[config.mk]
export PLATFORM = sky130hd
export DESIGN_NAME = npu_result_drain
export DESIGN_NICKNAME = d
export VERILOG_FILES = /design/src/rtl/npu_pkg.sv /design/src/rtl/npu_sat_shift.sv /design/src/rtl/npu_result_drain.sv
export SDC_FILE = /design/constraint.sdc
export NUM_CORES = 1
export LEC_CHECK = 0
export ABC_AREA = 1
export CAP_MARGIN = 30
export CORE_UTILIZATION = 30
export CTS_BUF_LIST = sky130_fd_sc_hd__clkbuf_2 sky130_fd_sc_hd__clkbuf_4 sky130_fd_sc_hd__clkbuf_8
export DETAILED_ROUTE_END_ITERATION = 7
export PLACE_DENSITY_LB_ADDON = 0.3
export SETUP_SLACK_MARGIN = 0.15
export SKIP_LAST_GASP = 1
export SLEW_MARGIN = 20
export SYNTH_ARGS = -nofsm -noshare
export SYNTH_HDL_FRONTEND = slang
export SYNTH_SLANG_ARGS = --single-unit
[constraint.sdc]
create_clock -name clk -period 6.1 [get_ports clk]
set_input_delay 1.22 -clock clk [delete_from_list [all_inputs] [get_ports clk]]
set_output_delay 1.22 -clock clk [all_outputs]
set_load 0.01 [all_outputs]
[src/rtl/npu_pkg.sv]
// npu_pkg: shared types and sizing helpers for the NPU output stage.
//   drain_state_t : drain FSM states
//   acc_width()   : accumulator width produced by a simpleNPU of dimension n
package npu_pkg;

    typedef enum logic {
        IDLE   = 1'b0,
        STREAM = 1'b1
    } drain_state_t;

    // simpleNPU accumulates N products of 8x8-bit operands: 16 bits plus
    // N-1 bits of carry growth.
    function automatic int acc_width(input int n);
        return 16 + n - 1;
    endfunction

endpackage

[src/rtl/npu_sat_shift.sv]
// npu_sat_shift: combinational requantizer.
//   value : unsigned accumulator (ACC_W bits)
//   shift : logical right-shift amount (0..31; >= ACC_W yields 0)
//   data  : shifted value, clamped to all ones when it does not fit OUT_W
//   sat   : high when data was clamped
module npu_sat_shift #(
    parameter int ACC_W = 17,
    parameter int OUT_W = 8
) (
    input  logic [ACC_W-1:0] value,
    input  logic [4:0]       shift,
    output logic [OUT_W-1:0] data,
    output logic             sat
);

    logic [ACC_W-1:0] v;

    // A shift count at or beyond the operand width already yields zero.
    assign v = value >> shift;

    generate
        if (ACC_W > OUT_W) begin : g_sat
            assign sat  = |v[ACC_W-1:OUT_W];
            assign data = sat ? {OUT_W{1'b1}} : v[OUT_W-1:0];
        end else begin : g_nosat
            assign sat  = 1'b0;
            assign data = OUT_W'(v);
        end
    endgenerate

endmodule

[src/rtl/npu_result_drain.sv]
// npu_result_drain: captures a finished N x N result matrix from simpleNPU,
// requantizes each element and streams it row-major over valid/ready.
//   clk, rst            : clock, synchronous active-high reset
//   res_in, res_valid   : result matrix (element i*N+j = C[i][j]) and strobe
//   shift               : requantization shift, captured with the matrix
//   busy                : a captured matrix is still draining
//   drop                : sticky, a matrix arrived while busy and was lost
//   m_valid/m_ready     : output handshake
//   m_data, m_sat       : requantized element and its saturation flag
//   m_index, m_last     : row-major index, high on the final element
module npu_result_drain
    import npu_pkg::*;
#(
    parameter int N     = 2,
    parameter int ACC_W = acc_width(N),
    parameter int OUT_W = 8,
    parameter int IDX_W = (N * N > 1) ? $clog2(N * N) : 1
) (
    input  logic                       clk,
    input  logic                       rst,
    input  logic [N*N-1:0][ACC_W-1:0]  res_in,
    input  logic                       res_valid,
    input  logic [4:0]                 shift,
    output logic                       busy,
    output logic                       drop,
    output logic                       m_valid,
    input  logic                       m_ready,
    output logic [OUT_W-1:0]           m_data,
    output logic                       m_sat,
    output logic [IDX_W-1:0]           m_index,
    output logic                       m_last
);

    localparam int              NN       = N * N;
    localparam logic [IDX_W-1:0] LAST_IDX = IDX_W'(NN - 1);

    drain_state_t               state_q, state_d;
    logic [IDX_W-1:0]           idx_q, idx_d;
    logic                       valid_q, valid_d;
    logic                       drop_q, drop_d;
    logic [OUT_W-1:0]           data_q;
    logic                       sat_q;
    logic                       last_q;
    logic [NN-1:0][ACC_W-1:0]   buf_q;
    logic [4:0]                 shift_q;

    logic                       hs;
    logic                       at_last;
    logic                       capture;
    logic                       load;
    logic [ACC_W-1:0]           sel_val;
    logic [4:0]                 sel_sh;
    logic [OUT_W-1:0]           rq_data;
    logic                       rq_sat;

    assign hs      = valid_q && m_ready;
    assign at_last = (idx_q == LAST_IDX);

    always_comb begin
        state_d = state_q;
        idx_d   = idx_q;
        valid_d = valid_q;
        drop_d  = drop_q;
        capture = 1'b0;
        load    = 1'b0;
        case (state_q)
            IDLE: begin
                if (res_valid) begin
                    capture = 1'b1;
                    load    = 1'b1;
                    state_d = STREAM;
                    idx_d   = '0;
                    valid_d = 1'b1;
                end
            end
            STREAM: begin
                if (hs && at_last) begin
                    // A matrix arriving on the final beat chains straight in.
                    if (res_valid) begin
                        capture = 1'b1;
                        load    = 1'b1;
                        idx_d   = '0;
                    end else begin
                        state_d = IDLE;
                        valid_d = 1'b0;
                    end
                end else begin
                    if (hs) begin
                        load  = 1'b1;
                        idx_d = idx_q + 1'b1;
                    end
                    if (res_valid) drop_d = 1'b1;
                end
            end
            default: begin
                state_d = IDLE;
                valid_d = 1'b0;
            end
        endcase
    end

    // The single requantizer looks at the element that will be presented
    // next cycle, so outputs come straight from flops. On capture the
    // buffer is not written yet, hence the bypass from res_in.
    assign sel_val = capture ? res_in[0] : buf_q[idx_d];
    assign sel_sh  = capture ? shift     : shift_q;

    npu_sat_shift #(
        .ACC_W (ACC_W),
        .OUT_W (OUT_W)
    ) u_sat_shift (
        .value (sel_val),
        .shift (sel_sh),
        .data  (rq_data),
        .sat   (rq_sat)
    );

    always_ff @(posedge clk) begin
        if (rst) begin
            state_q <= IDLE;
            idx_q   <= '0;
            valid_q <= 1'b0;
            drop_q  <= 1'b0;
            data_q  <= '0;
            sat_q   <= 1'b0;
            last_q  <= 1'b0;
        end else begin
            state_q <= state_d;
            idx_q   <= idx_d;
            valid_q <= valid_d;
            drop_q  <= drop_d;
            if (load) begin
                data_q <= rq_data;
                sat_q  <= rq_sat;
                last_q <= (idx_d == LAST_IDX);
            end
        end
    end

    // Capture buffer carries no reset; it is only read after a capture.
    always_ff @(posedge clk) begin
        if (capture) begin
            buf_q   <= res_in;
            shift_q <= shift;
        end
    end

    assign busy    = (state_q == STREAM);
    assign drop    = drop_q;
    assign m_valid = valid_q;
    assign m_data  = data_q;
    assign m_sat   = sat_q;
    assign m_index = idx_q;
    assign m_last  = last_q;

endmodule
[Word level (Yosys, flattened, before mapping)]
Index checks and enable logic that the tools add are counted.
Word-level totals
  ROM bits: 0
  bits in writable memories: 0
  input port bits: 77
  output and inout bits: 15
  memories: 0
  register bits: 88
  word-level logic and storage cells: 48
  bits in latches: 0
Operators by class
  reductions and logical operators: 5
  $mul: 0
  order comparisons: 1
  shift operators: 1
  bitwise logic cells: 2
  eq/ne operators: 5
  divide/modulo/power cells: 0
  add/subtract/negate cells: 1
  multiplexer cells: 21
Operator list (count)
  $bmux W17 S2: 1
  $mux W17: 2
  $shr A17 B5 Y17: 1
  $reduce_or A9 Y1: 1
  $mux W1: 8
  $mux W8: 1
  $pmux W1 S2: 4
  $mux W2: 3
  $reduce_and A3 Y1: 2
  $mux W5: 1
  $eq A2 B2 Y1 const B: 2
  $ne A2 B2 Y1 const B: 2
  $pmux W2 S2: 1
  $lt A2 B3 Y1 const B: 1
  $add A2 B1 Y2 const B: 1
  $logic_and A1 B1 Y1: 2
  $ne A2 B1 Y1 const B: 1
  $not A1 Y1: 2

[Depth between registers and ports, before layout]
Gate-level depths: netlist of the first run.
  depth in word-level cells: 10
  gate-level depth with buffers: 22
  gate-level depth less buffers: 21

[Hierarchy]
Synthesis of the first run repeated with hierarchy kept, for this count alone.
Unflattened totals
  cells, all modules: 596
  area, all modules: 4775.8 um2
By module, submodules not included
  npu_result_drain: instances 1, cells an instance 426, area each 3950.0 um2, seq. area each 2442.3 um2
  npu_sat_shift: instances 1, cells an instance 170, area each 825.8 um2, seq. area each 0.0 um2

[Worst setup path before layout of the first run]
No wires, ideal clock.
  kind: input to register
  start point: input m_ready
  end point: register sat_q (netlist: m_sat)
  path buffers: 1
  path slack: 1.211 ns
  cell stages on the path: 17
  required time: 6.043 ns
  setup time: 0.057 ns
  data arrival time: 4.832 ns
  cell sequence: nand2_1 nand2_1 nand3_2 inv_2 buf_1 nand2_1 nand3_1 nand3_1 nand2_1 nand2_1 o21ai_1 nor2_1 nand2_2 nand2_4 nand3_1 nand3_1 inv_1
On the way
  elaborated cells on any way between the ends: 16
  those cells by class: shift (1); mux (12); reduce/logical (3)
RTL lines
  start, declared: line npu_result_drain.sv:27  | input logic m_ready,
  $logic_and A1 B1 Y1 (*): line npu_result_drain.sv:56  | assign hs = valid_q && m_ready;
  $logic_and A1 B1 Y1 (*): line npu_result_drain.sv:77  | if (hs && at_last) begin
  $mux W1 (*): line npu_result_drain.sv:77
  $pmux W1 S2 (*): line npu_result_drain.sv:66  | case (state_q)
  named net capture: line npu_result_drain.sv:49  | logic capture;
  $mux W17 or $mux W5 (tied branches)
  $shr A17 B5 Y17 (*): line npu_sat_shift.sv:19  | assign v = value >> shift;
  $reduce_or A9 Y1 (*): line npu_sat_shift.sv:23  | assign sat = |v[ACC_W-1:OUT_W];
  end signal, assigned: line npu_result_drain.sv:134  | sat_q <= rq_sat;
  end, declared: line npu_result_drain.sv:42  | logic sat_q;
The timed path passes the listed nets; every way through them passes the cells marked *. The select of a mux whose other input is x is not followed.
A chain may end at the register's enable or synchronous reset.

[Worst setup path in the final report of the first run]
  start point: input m_ready
  end point: register data_q[1] (netlist: m_data[1])
On the way
  word-level cells in the longest chain between the ends: 10
  elaborated cells on any way between the ends: 17
  those cells by class: shift (1); mux (13); reduce/logical (3)
RTL lines
  $logic_and A1 B1 Y1 (*): line npu_result_drain.sv:56
  $mux W2 or $logic_and A1 B1 Y1 (tied branches): line npu_result_drain.sv:88, npu_result_drain.sv:77
  $mux W2: line npu_result_drain.sv:77
  $pmux W2 S2: line npu_result_drain.sv:66
  $bmux W17 S2: line npu_result_drain.sv:105  | assign sel_val = capture ? res_in[0] : buf_q[idx_d];
  $mux W17 (not written as such): line npu_result_drain.sv:105
  $mux W17: line npu_result_drain.sv:105
  $shr A17 B5 Y17: line npu_sat_shift.sv:19
  $reduce_or A9 Y1: line npu_sat_shift.sv:23
  $mux W8: line npu_sat_shift.sv:24  | assign data = sat ? {OUT_W{1'b1}} : v[OUT_W-1:0];
  end signal, assigned: line npu_result_drain.sv:133  | data_q <= rq_data;
  end, declared: line npu_result_drain.sv:41  | logic [OUT_W-1:0] data_q;
Mark *: on every way between the ends. The rest lies on a longest branch, timed or not. The select of a mux whose other input is x is not followed.

==> metrics.md, run 1 <==
| Metric | Value |
|---|---|
| Slew @ Worst Pin | a little under 0.9 ns |
| Core ar. | roughly 15000 sq um |
| TritonCTS clock tree | done |
| Post-Syn Area | ~4500 sq um |
| Clk slew on worst S/H paths | ~0.080 ns |
| Setup violations, final | 0 |
| # diodes | 0 |
| Post-Place Worst Slack | roughly 1.2 ns |
| Buf/Inv on CP | 4 |
| Worst skew pair latency | ~0.37 ns |
| Hold Path Depth | 2 |
| GP Congestion | between 0.8 and 0.9 |
| RSZ-0062 raised after global routing | false |
| HP Class | register to register |
| Port buffer count | 91 |
| Layout cells sized above 1 | 0.08013 |
| Worst r2r dst | m_sat |
| Cell Chain, Critical Path | clkdlybuf4s50_1 > nand2_1 > nand2_1 > nand3_2 > inv_2 > o21ai_2 > inv_2 > nand3_1 > nand3_1 > nand2_1 > nand2_1 > nor2_1 > nand2_2 > nand2_4 > nand4_1 > nand2_1 > inv_1 |
| Starting DRT DRC Count | roughly 260 |
| Worst VDD drop | roughly 0.00012 V |
| Crit path time final | ~4.5 ns |
| Critical Path End Type | register |
| H-tree levels | 3 |
| P&R area growth vs syn | 26.63% |
| Number of sinks on the clock net | 88 |
| Fmax | about 220 MHz |
| Max-Cap Viols | 0 |
| Crit-path slowest cell | o21ai_2 |
| Mapped Nets | just under 600 |
| Starting density of the core | 0.3074 |
| # fillers | 1507 |
| Critical path peak fanout | 24 |
| GRT Resource Usage Total | 0.1636 |
| Status | completed |
| Fin area | about 5700 sq um |
| Setup TNS | 0 ns |
| Total die area | 15390 sq um |
| RR Startpoint | m_index[0] |
| # IOs | roughly 90 |
| Synth cell types | 32 |
| HP Start | drop |
| Most used cell, CP | nand2_1 |
| WP data required | around 6.4 ns |
| #FFs+latches synth | 88 |
| Ratio of final minimum period to clock period | 0.7360 |
| Post-Route WL | approximately 12 mm |
| Vias after detailed routing | between 3000 and 4000 |
| R2R depth | 18 |
| Pin count of the biggest net entering global routing | 65 |
| Syn. warnings | 0 |
| Leakage | 0.002277 uW |
| # hold bufs at CTS | 0 |
| CP top delay family | simple AND/OR/NAND/NOR gates |
| Footprint of the multi-input gates | between 1500 and 2000 sq um |
| Die Ht | about 120 um |
| FF+latch area | around 2400 sq um |
| DRT Pass-1 Iters | 5 |
| Post-cts repair resize count | 0 |
| DRC viols | 0 |
| Fin. Hold Viols | 0 |
| Rows | 44 |
| Global route overflow | 0 |
| Clk root buf | clkbuf_8 |
| CTS Buf Count | 9 |
| Vias/cell | slightly below 5 |
| NumNets Final | slightly below 700 |
| DP Wirelength | between 8 and 9 mm |
| WP depth | 17 |
| Post-synthesis sequential area ratio | 0.5466 |
| Antenna viol nets, final | 0 |
| Initial antenna violation count | 0 |
| Post-synthesis cell count | between 500 and 600 |
| Post-CTS Setup Inserts | 0 |
| WL/cell | between 10 and 15 um |
| Mean post-synth cell area | between 8 and 9 sq um |
| Core Util, Final | 0.3893 |
| Worst Hold Endpoint | drop |
| Clock Path Buffers | 2 |
| Most common cell after layout, fill and taps aside | nand3_1 |
| Horiz. Die Dim | 124.0 um |
| Most frequent cells in the layout | 126 x nand3_1, 125 x nand2_1, 91 x clkdlybuf4s50_1, 68 x edfxtp_1, 43 x inv_1 |
| Final WS setup | around 1.6 ns |
| Skew final | 0.007353 ns |
| CP Launch Type | primary input |
| FF-to-FF setup slack | between 2 and 2.5 ns |
| Slew Limit Headroom | 0.4213 |
| Placed cell area | 5507 sq um |
| Largest stage delay on the critical path | ~0.77 ns |
| First-pass GRT wire length | between 15 and 20 mm |
| Worst Setup Path Type | primary input to register |
| Vias in the first global route | about 3700 |
| Pwr per Cell Area | 253.5 nW/um^2 |
| Crit path DAT | between 4 and 5 ns |
| Final Max Tran Viols | 0 |
worst reg2reg max path, delay by kind of cell (launching register included):
family                     cells  cell delay [ns]
DFF                            1             0.41
buffers and inverters          4             1.40
and+or+nand+nor               13             1.72
adders and majority gates      1             0.20
power breakdown:
group | total (uW) | leakage, uW | internal [uW] | switching [uW]
logic | 391 | 0.00140 | 151 | 240
clock network | 341 | 0.0000750 | 139 | 201
registers | 702 | 0.000798 | 690 | 12.8
total | 1430 | 0.00228 | 980 | 455
sequential cells by signal, indices dropped and copies added, names as in the netlist:
register  count
m_sat         1
busy          1
m_index       2
buf_q        68
m_valid       1
shift_q       5
drop          1
m_data        8
m_last        1
worst max-delay path by stage:
stage / startpoint / endpoint / slack [ns]
5_1_grt: m_ready / m_sat / 1.16
3_5_place_dp: m_ready / m_sat / 1.19
6_report: m_ready / m_data[1] / 1.61
2_1_floorplan: m_ready / m_sat / 1.21
4_1_cts: m_ready / m_sat / 1.58
3_3_place_gp: m_ready / m_sat / 1.27
layer usage:
metal,up-vias,track usage,share of wire
met1,1771,0.2189,0.48
met3,15,0.03388,0.052
li1,1912,-,-
met5,-,0,0
met4,0,0.07515,0.022
met2,110,0.2524,0.45
Yosys cell counts, drive strengths merged:
| library cell | number | area, sq um |
|---|---|---|
| edfxtp | 68 | 2042 |
| a21oi | 4 | 20.02 |
| nor3 | 1 | 5.000 |
| buf | 19 | 121.4 |
| nand3 | 131 | 688.2 |
| inv | 51 | 191.4 |
| dfxtp | 20 | 400.4 |
| nand2 | 129 | 499.2 |
| o21ai | 26 | 137.6 |
| o2111ai | 1 | 8.760 |
| nand4 | 15 | 93.84 |
| or2 | 15 | 93.84 |
| clkbuf | 5 | 18.77 |
| clkinv | 1 | 3.750 |
| o31ai | 1 | 7.510 |
| ha | 1 | 12.51 |
| o211ai | 4 | 30.03 |
| nor2 | 18 | 80.08 |
| a211oi | 1 | 7.510 |
| o22ai | 1 | 6.260 |
area by class of cell:
type / instances / share of cell area
repair buffers: 96 / 0.1676
well taps: 184 / 0.04069
clock buffers: 9 / 0.02189
inverters: 52 / 0.03450
multi-input cells: 348 / 0.2988
flip-flops and latches: 88 / 0.4317
clock inverters: 6 / 0.004865
kinds of logic (layout without fill, tap and decap cells):
family,after synthesis,count (layout),synth area share
AO/OA/AOI/OAI,38,38,0.04873
adder cells (fa/ha/maj),1,1,0.002800
buffers and inverters,76,163,0.07505
flip-flops,88,88,0.5466
AND/OR/NAND/NOR,309,309,0.3268
per-stage QoR:
| stage | total power, uW | hold WS (ns) | instances |
|---|---|---|---|
| after floorplan | 968.9 | 0.4680 | 512 |
| after global placement | 1111 | 0.4399 | 768 |
| after detailed placement | 1107 | 0.4408 | 768 |
| after CTS | 1450 | 0.4536 | 783 |
| after global routing | 1518 | 0.4747 | 783 |
| final | 1434 | 0.4520 | 783 |
(Power assumes the default switching activity.)
==> run 2: changes to the inputs <==
Clock period 6.1 ns to 4.35 ns, I/O delays scaled along.
==> run 2 against run 1 <==
Effect of this change:
- count of clock-buffer cells in the layout unchanged
- die area unchanged
- hold slack better by 0.0053 ns
- largest cell class unchanged
==> metrics.md, run 2 (synthesized netlist as in run 1, its figures left out) <==
| Metric | Value |
|---|---|
| DRT Pass-1 Iters | 5 (unchanged) |
| WL/cell | 14.13 um (-5.4%) |
| RSZ-0062 raised after global routing | false |
| Starting DRT DRC Count | 266 (+1.5%) |
| # fillers | 1505 (-0.13%) |
| Max reg flops | 68 (unchanged) |
| Critical path peak fanout | 41 (+71%) |
| Fmax | between 200 and 300 MHz |
| Pwr per Cell Area | 374.4 nW/um^2 (+48%) |
| Max-Cap Viols | 0 (unchanged) |
| DRC viols | 0 (unchanged) |
| Clk slew on worst S/H paths | 0.09 ns (about the same) |
| Most used routing layer | met2 |
| Most common cell after layout, fill and taps aside | nand3_1 |
| Crit path time final | 3.662 ns |
| Worst Setup Path Type | primary input to register |
| Fin. Hold Viols | 0 (unchanged) |
| CTS Buf Count | 9 (unchanged) |
| HP Class | register to register |
| Post-CTS Setup Inserts | 0 (unchanged) |
| Clk root buf | clkbuf_8 |
| Core ar. | 14530 sq um (unchanged) |
| Status | completed |
| NumNets Final | 676 (+0.45%) |
| Crit path DAT | 3.95 ns (-0.82 ns) |
| # diodes | 0 (unchanged) |
| TritonCTS clock tree | done |
| Port buffer count | 91 (unchanged) |
| First-pass GRT wire length | 18.17 mm (-3.7%) |
| Die Ht | 124.0 um (unchanged) |
| H-tree levels | 3 (unchanged) |
| HP Start | drop |
| Launch point of the critical path | m_ready |
| DP Wirelength | 8.202 mm (-3.1%) |
| Starting density of the core | 0.3074 (unchanged) |
| Pin count of the biggest net entering global routing | 66 (+1.5%) |
| Setup violations, final | 0 (unchanged) |
| Total die area | 15390 sq um (unchanged) |
| Post-Route WL | 11.12 mm (-4.9%) |
| Leakage | 0.002315 uW (+1.7%) |
| GR Layer Usage met1 | 0.2064 (-0.01244) |
| Most frequent cells in the layout | 126 x nand3_1, 125 x nand2_1, 91 x clkdlybuf4s50_1, 68 x edfxtp_1, 43 x inv_1 |
| Vias in the first global route | 3619 (-1.3%) |
| Skew final | 0.008620 ns (+0.001267 ns) |
| CP Launch Type | primary input |
| # IOs | 92 (unchanged) |
| Final Max Tran Viols | 0 (unchanged) |
| Antenna viol nets, final | 0 (unchanged) |
| GP Congestion | 0.9205 (+8.2%) |
| Clock Path Buffers | 2 (unchanged) |
| P&R area growth vs syn | 28.68% |
| Slew Limit Headroom | 0.4582 (+0.03688) |
| Final Power | 2153 uW (+50%) |
| Post-cts repair resize count | 0 (unchanged) |
| Met3 Use GR | 0.03800 (+0.004121) |
| WP data required | 4.64 ns (-1.74 ns) |
| Horiz. Die Dim | 124.0 um (unchanged) |
| Number of sinks on the clock net | 88 (unchanged) |
| Layout cells sized above 1 | 0.09287 (+0.01274) |
| Initial antenna violation count | 0 (unchanged) |
| Vias/cell | 4.836 (-0.56%) |
| # hold bufs at CTS | 0 (unchanged) |
| Slew @ Worst Pin | 0.8073 ns (-0.06062 ns) |
| Setup TNS | 0 ns (unchanged) |
| Vias after detailed routing | 3806 (-0.053%) |
| Met2 Use GR | 0.2445 (-0.007942) |
| Rows | 44 (unchanged) |
| GRT Resource Usage Total | 0.1565 (-0.007085) |
| Ratio of final minimum period to clock period | 0.8418 |
| Global route overflow | 0 (unchanged) |
| Worst skew pair latency | 0.38 ns (about the same) |
| RR Startpoint | m_index[0] |
| Worst VDD drop | 0.0002184 V (+77%) |
| Top reg by flops | buf_q |
| Critical Path End Type | register |
## run 2: worst max-delay path, stage by stage
cell,delay (ns)
clkdlybuf4s50_1,0.40
nand2_1,0.10
nand2_1,0.09
nand3_2,0.13
buf_4,0.35
nand3_4,0.45
nand2_1,0.27
nand3_1,0.09
nand3_1,0.13
nand3_1,0.13
nand3_1,0.13
nand3_1,0.11
nand2_1,0.11
nand2_1,0.05
nor2_1,0.12
nand2_2,0.08
nand2_4,0.10
nand4_1,0.10
nand2_1,0.09
inv_1,0.03
## run 2: area by class of cell
cell class / count / area [sq um] / area share
well taps: 184 / 230.2 / 0.04004
clock inverters: 7 / 96.34 / 0.01676
inverters: 52 / 195.2 / 0.03395
repair buffers: 99 / 970.9 / 0.1689
multi-input cells: 348 / 1690 / 0.2940
clock buffers: 9 / 123.9 / 0.02155
flip-flops and latches: 88 / 2442 / 0.4248
## run 2: layer usage
metal  share of wire  vias to the layer above
li1                -                     1925
met1            0.48                     1774
met2            0.46                       92
met3           0.046                       15
met4           0.019                        0
met5               0                        -
## run 2: per-stage QoR
stage / worst slack (ns) / instances / hold slack [ns] / area (sq um) / utilization
global placement: 0.3983 / 771 / 0.4399 / 5529 / 0.3804
finish: 0.6881 / 787 / 0.4572 / 5749 / 0.3956
detailed placement: 0.3566 / 771 / 0.4478 / 5529 / 0.3804
CTS: 0.7619 / 787 / 0.4618 / 5749 / 0.3956
global route: 0.4317 / 787 / 0.4837 / 5749 / 0.3956
floorplan: 0.8684 / 512 / 0.4680 / 4476 / -
## run 2: where the power goes
part | leakage (uW) | internal (uW) | switching (uW)
Sequential | 0.000798 | 967 | 18.5
Combinational | 0.00142 | 215 | 326
Clock | 0.0000976 | 322 | 304
Total | 0.00231 | 1500 | 648
## run 2: worst paths after layout
| check | depth (start not counted) | endpoint | slack (ns) |
|---|---|---|---|
| max | 20 | m_data[4] | 0.69 |
| min | 2 | drop | 0.46 |
| max reg2reg | 20 | m_data[4] | 1.01 |
| min reg2reg | 2 | drop | 0.46 |
==> run 3: changes to the inputs <==
Clock period 4.35 ns to 3.3 ns, I/O delays scaled along.
==> run 3 against run 2 <==
Effect of this change:
- hold slack about the same
- setup slack got worse by 0.27 ns
- core utilization increased by 1.3 points
- clock power up 6.4%
- die area unchanged
- count of clock-buffer cells in the layout is 2 higher
- power grew 29%
- critical path type unchanged
- largest cell class unchanged
- highest routed layer unchanged
==> metrics.md, run 3 (synthesized netlist as in run 1, its figures left out) <==
| Metric | Value |
|---|---|
| Status | completed |
| P&R area growth vs syn | 32.76% |
| Final Non-Filler Cells | 807 (+2.5%) |
| Launch point of the critical path | m_ready |
| CP Launch Type | primary input |
| Rows | 44 (unchanged) |
| Most used routing layer | met2 |
| Pin count of the biggest net entering global routing | 43 (-35%) |
| Vias in the first global route | 3881 (+7.2%) |
| Internal Pwr Total | 1905 uW (+27%) |
| Global route overflow | 0 (unchanged) |
| Max-Cap Viols | 0 (unchanged) |
| Die Ht | 124.0 um (unchanged) |
| Slew @ Worst Pin | 0.4679 ns (-0.3394 ns) |
| Final WS setup | 0.4153 ns (-0.2728 ns) |
| Clock Path Buffers | 2 (unchanged) |
| FF-to-FF setup slack | 0.53 ns (-0.48 ns) |
| Critical Path End Type | register |
| HP Class | register to register |
| Worst skew pair latency | 0.38 ns (about the same) |
| Clk slew on worst S/H paths | 0.09 ns (about the same) |
| # diodes | 0 (unchanged) |
| Max reg flops | 68 (unchanged) |
| RSZ-0062 raised after global routing | false |
| Initial antenna violation count | 0 (unchanged) |
| TritonCTS clock tree | done |
| HP Start | drop |
| Vias/cell | 4.815 (-0.43%) |
| Post-CTS Setup Inserts | 0 (unchanged) |
| Post-Route WL | 11.66 mm (+4.9%) |
| Starting density of the core | 0.3074 (unchanged) |
| # fillers | 1484 (-1.4%) |
| Setup violations, final | 0 (unchanged) |
| Top reg by flops | buf_q |
| GP Congestion | 0.8204 (-11%) |
| Port buffer count | 91 (unchanged) |
| Final Max Tran Viols | 0 (unchanged) |
| WL/cell | 14.45 um (+2.3%) |
| Worst Setup Path Type | primary input to register |
| Fmax | ~350 MHz |
| # hold bufs at CTS | 0 (unchanged) |
| NumNets Final | 697 (+3.1%) |
| Crit path DAT | 3.15 ns (-0.80 ns) |
| Most common cell after layout, fill and taps aside | nand3_1 |
| Leakage | 0.002428 uW (+4.9%) |
| Ratio of final minimum period to clock period | 0.8741 |
| Sw frac | 0.3122 (+0.01094) |
| Vias after detailed routing | 3886 (+2.1%) |
| Met2 Use GR | 0.2510 (+0.006561) |
| GR Layer Usage met1 | 0.2149 (+0.008433) |
| Met3 Use GR | 0.03022 (-0.007784) |
| Fin. Hold Viols | 0 (unchanged) |
| GRT Resource Usage Total | 0.1613 (+0.004808) |
| Post-Place Worst Slack | -0.004718 ns (-0.3613 ns) |
| Core Util, Final | 0.4081 (+0.01257) |
| Total die area | 15390 sq um (unchanged) |
| Slew Limit Headroom | 0.6881 (+0.2298) |
| CTS Buf Count | 9 (unchanged) |
| Antenna viol nets, final | 0 (unchanged) |
| Inst Count DP | 791 (+2.6%) |
| Number of sinks on the clock net | 88 (unchanged) |
| Layout cells sized above 1 | 0.1220 (+0.02912) |
| Seq pwr share | 0.469 (+0.011) |
| RR Startpoint | m_index[0] |
| Core ar. | 14530 sq um (unchanged) |
| Skew final | 0.01659 ns (+0.007971 ns) |
| Critical path peak fanout | 32 (-22%) |
| DRC viols | 0 (unchanged) |
| Pwr per Cell Area | 466.8 nW/um^2 (+25%) |
| Comb pwr share | 0.291 (+0.040) |
| First-pass GRT wire length | 18.91 mm (+4.1%) |
| Clk root buf | clkbuf_8 |
| Worst VDD drop | 0.0002807 V (+28%) |
| DRT Pass-1 Iters | 5 (unchanged) |
| Final Power | 2769 uW (+29%) |
| # IOs | 92 (unchanged) |
| Crit path time final | approximately 2.9 ns |
| WP data required | 3.57 ns (-1.07 ns) |
| R2R depth | 22 (+10%) |
| Clock power share | 0.240 (-0.051) |
| Most frequent cells in the layout | 126 x nand3_1, 125 x nand2_1, 91 x clkdlybuf4s50_1, 68 x edfxtp_1, 43 x inv_1 |
| Hold Path Depth | 2 (unchanged) |
| H-tree levels | 3 (unchanged) |
| Horiz. Die Dim | 124.0 um (unchanged) |
| DP Wirelength | 8.542 mm (+4.1%) |
| Switch Pwr | 864.5 uW (+33%) |
| Starting DRT DRC Count | 226 (-15%) |
[run 3: area by class of cell]
| cell class | instances | area [sq um] | area share |
|---|---|---|---|
| sequential | 88 | 2442 | 0.4117 |
| multi-input combinational | 348 | 1702 | 0.2869 |
| timing repair buffer | 120 | 1196 | 0.2016 |
| tap | 184 | 230.2 | 0.03881 |
| inverter | 52 | 200.2 | 0.03375 |
| clock buffer | 11 | 138.9 | 0.02341 |
| clock inverter | 4 | 22.52 | 0.003797 |
[run 3: path summary, 6_finish.rpt]
check / endpoint
max: m_data[5]
min: drop
max reg2reg: m_data[5]
min reg2reg: drop
[run 3: layer usage]
metal / wire length [um] / vias to the layer above
met1: 5631 / 1782
li1: - / 1968
met3: 615 / 15
met5: 0 / -
met4: 229 / 0
met2: 5183 / 121
[run 3: power groups by stage]
stage	Sequential, uW	Combinational, uW	Clock, uW
after CTS	1300	796	693
final	1300	805	666
after floorplan	1330	460	0
after detailed placement	1320	793	0
after global routing	1310	898	725
after global placement	1320	785	0
[run 3: what timing repair did]
action,CTS,global route
endpoints found under the setup margin,0,9
resized for setup,0,5
hold endpoints to repair,0,0
[run 3: through the flow]
step                TNS (ns)  hold WS (ns)  area, sq um
CTS                        0        0.4594         5891
floorplan                  0        0.4680         4469
global placement           0        0.4400         5729
detailed placement  -0.01179        0.4465         5729
global route               0        0.4784         5932
finish                     0        0.4568         5932
[run 3: worst max-delay path, cell delays in order]
cell,delay (ns)
clkdlybuf4s50_1,0.45
nand2_1,0.09
nand2_1,0.13
nand3_4,0.13
buf_12,0.19
nand2_2,0.08
buf_4,0.18
nand3_1,0.10
nand3_1,0.12
nand3_1,0.13
nand3_1,0.12
nand3_1,0.08
nand2_1,0.11
nand2_1,0.08
nor2_1,0.12
nand2_2,0.08
nand2_4,0.10
nand4_1,0.09
nand2_1,0.08
inv_1,0.03
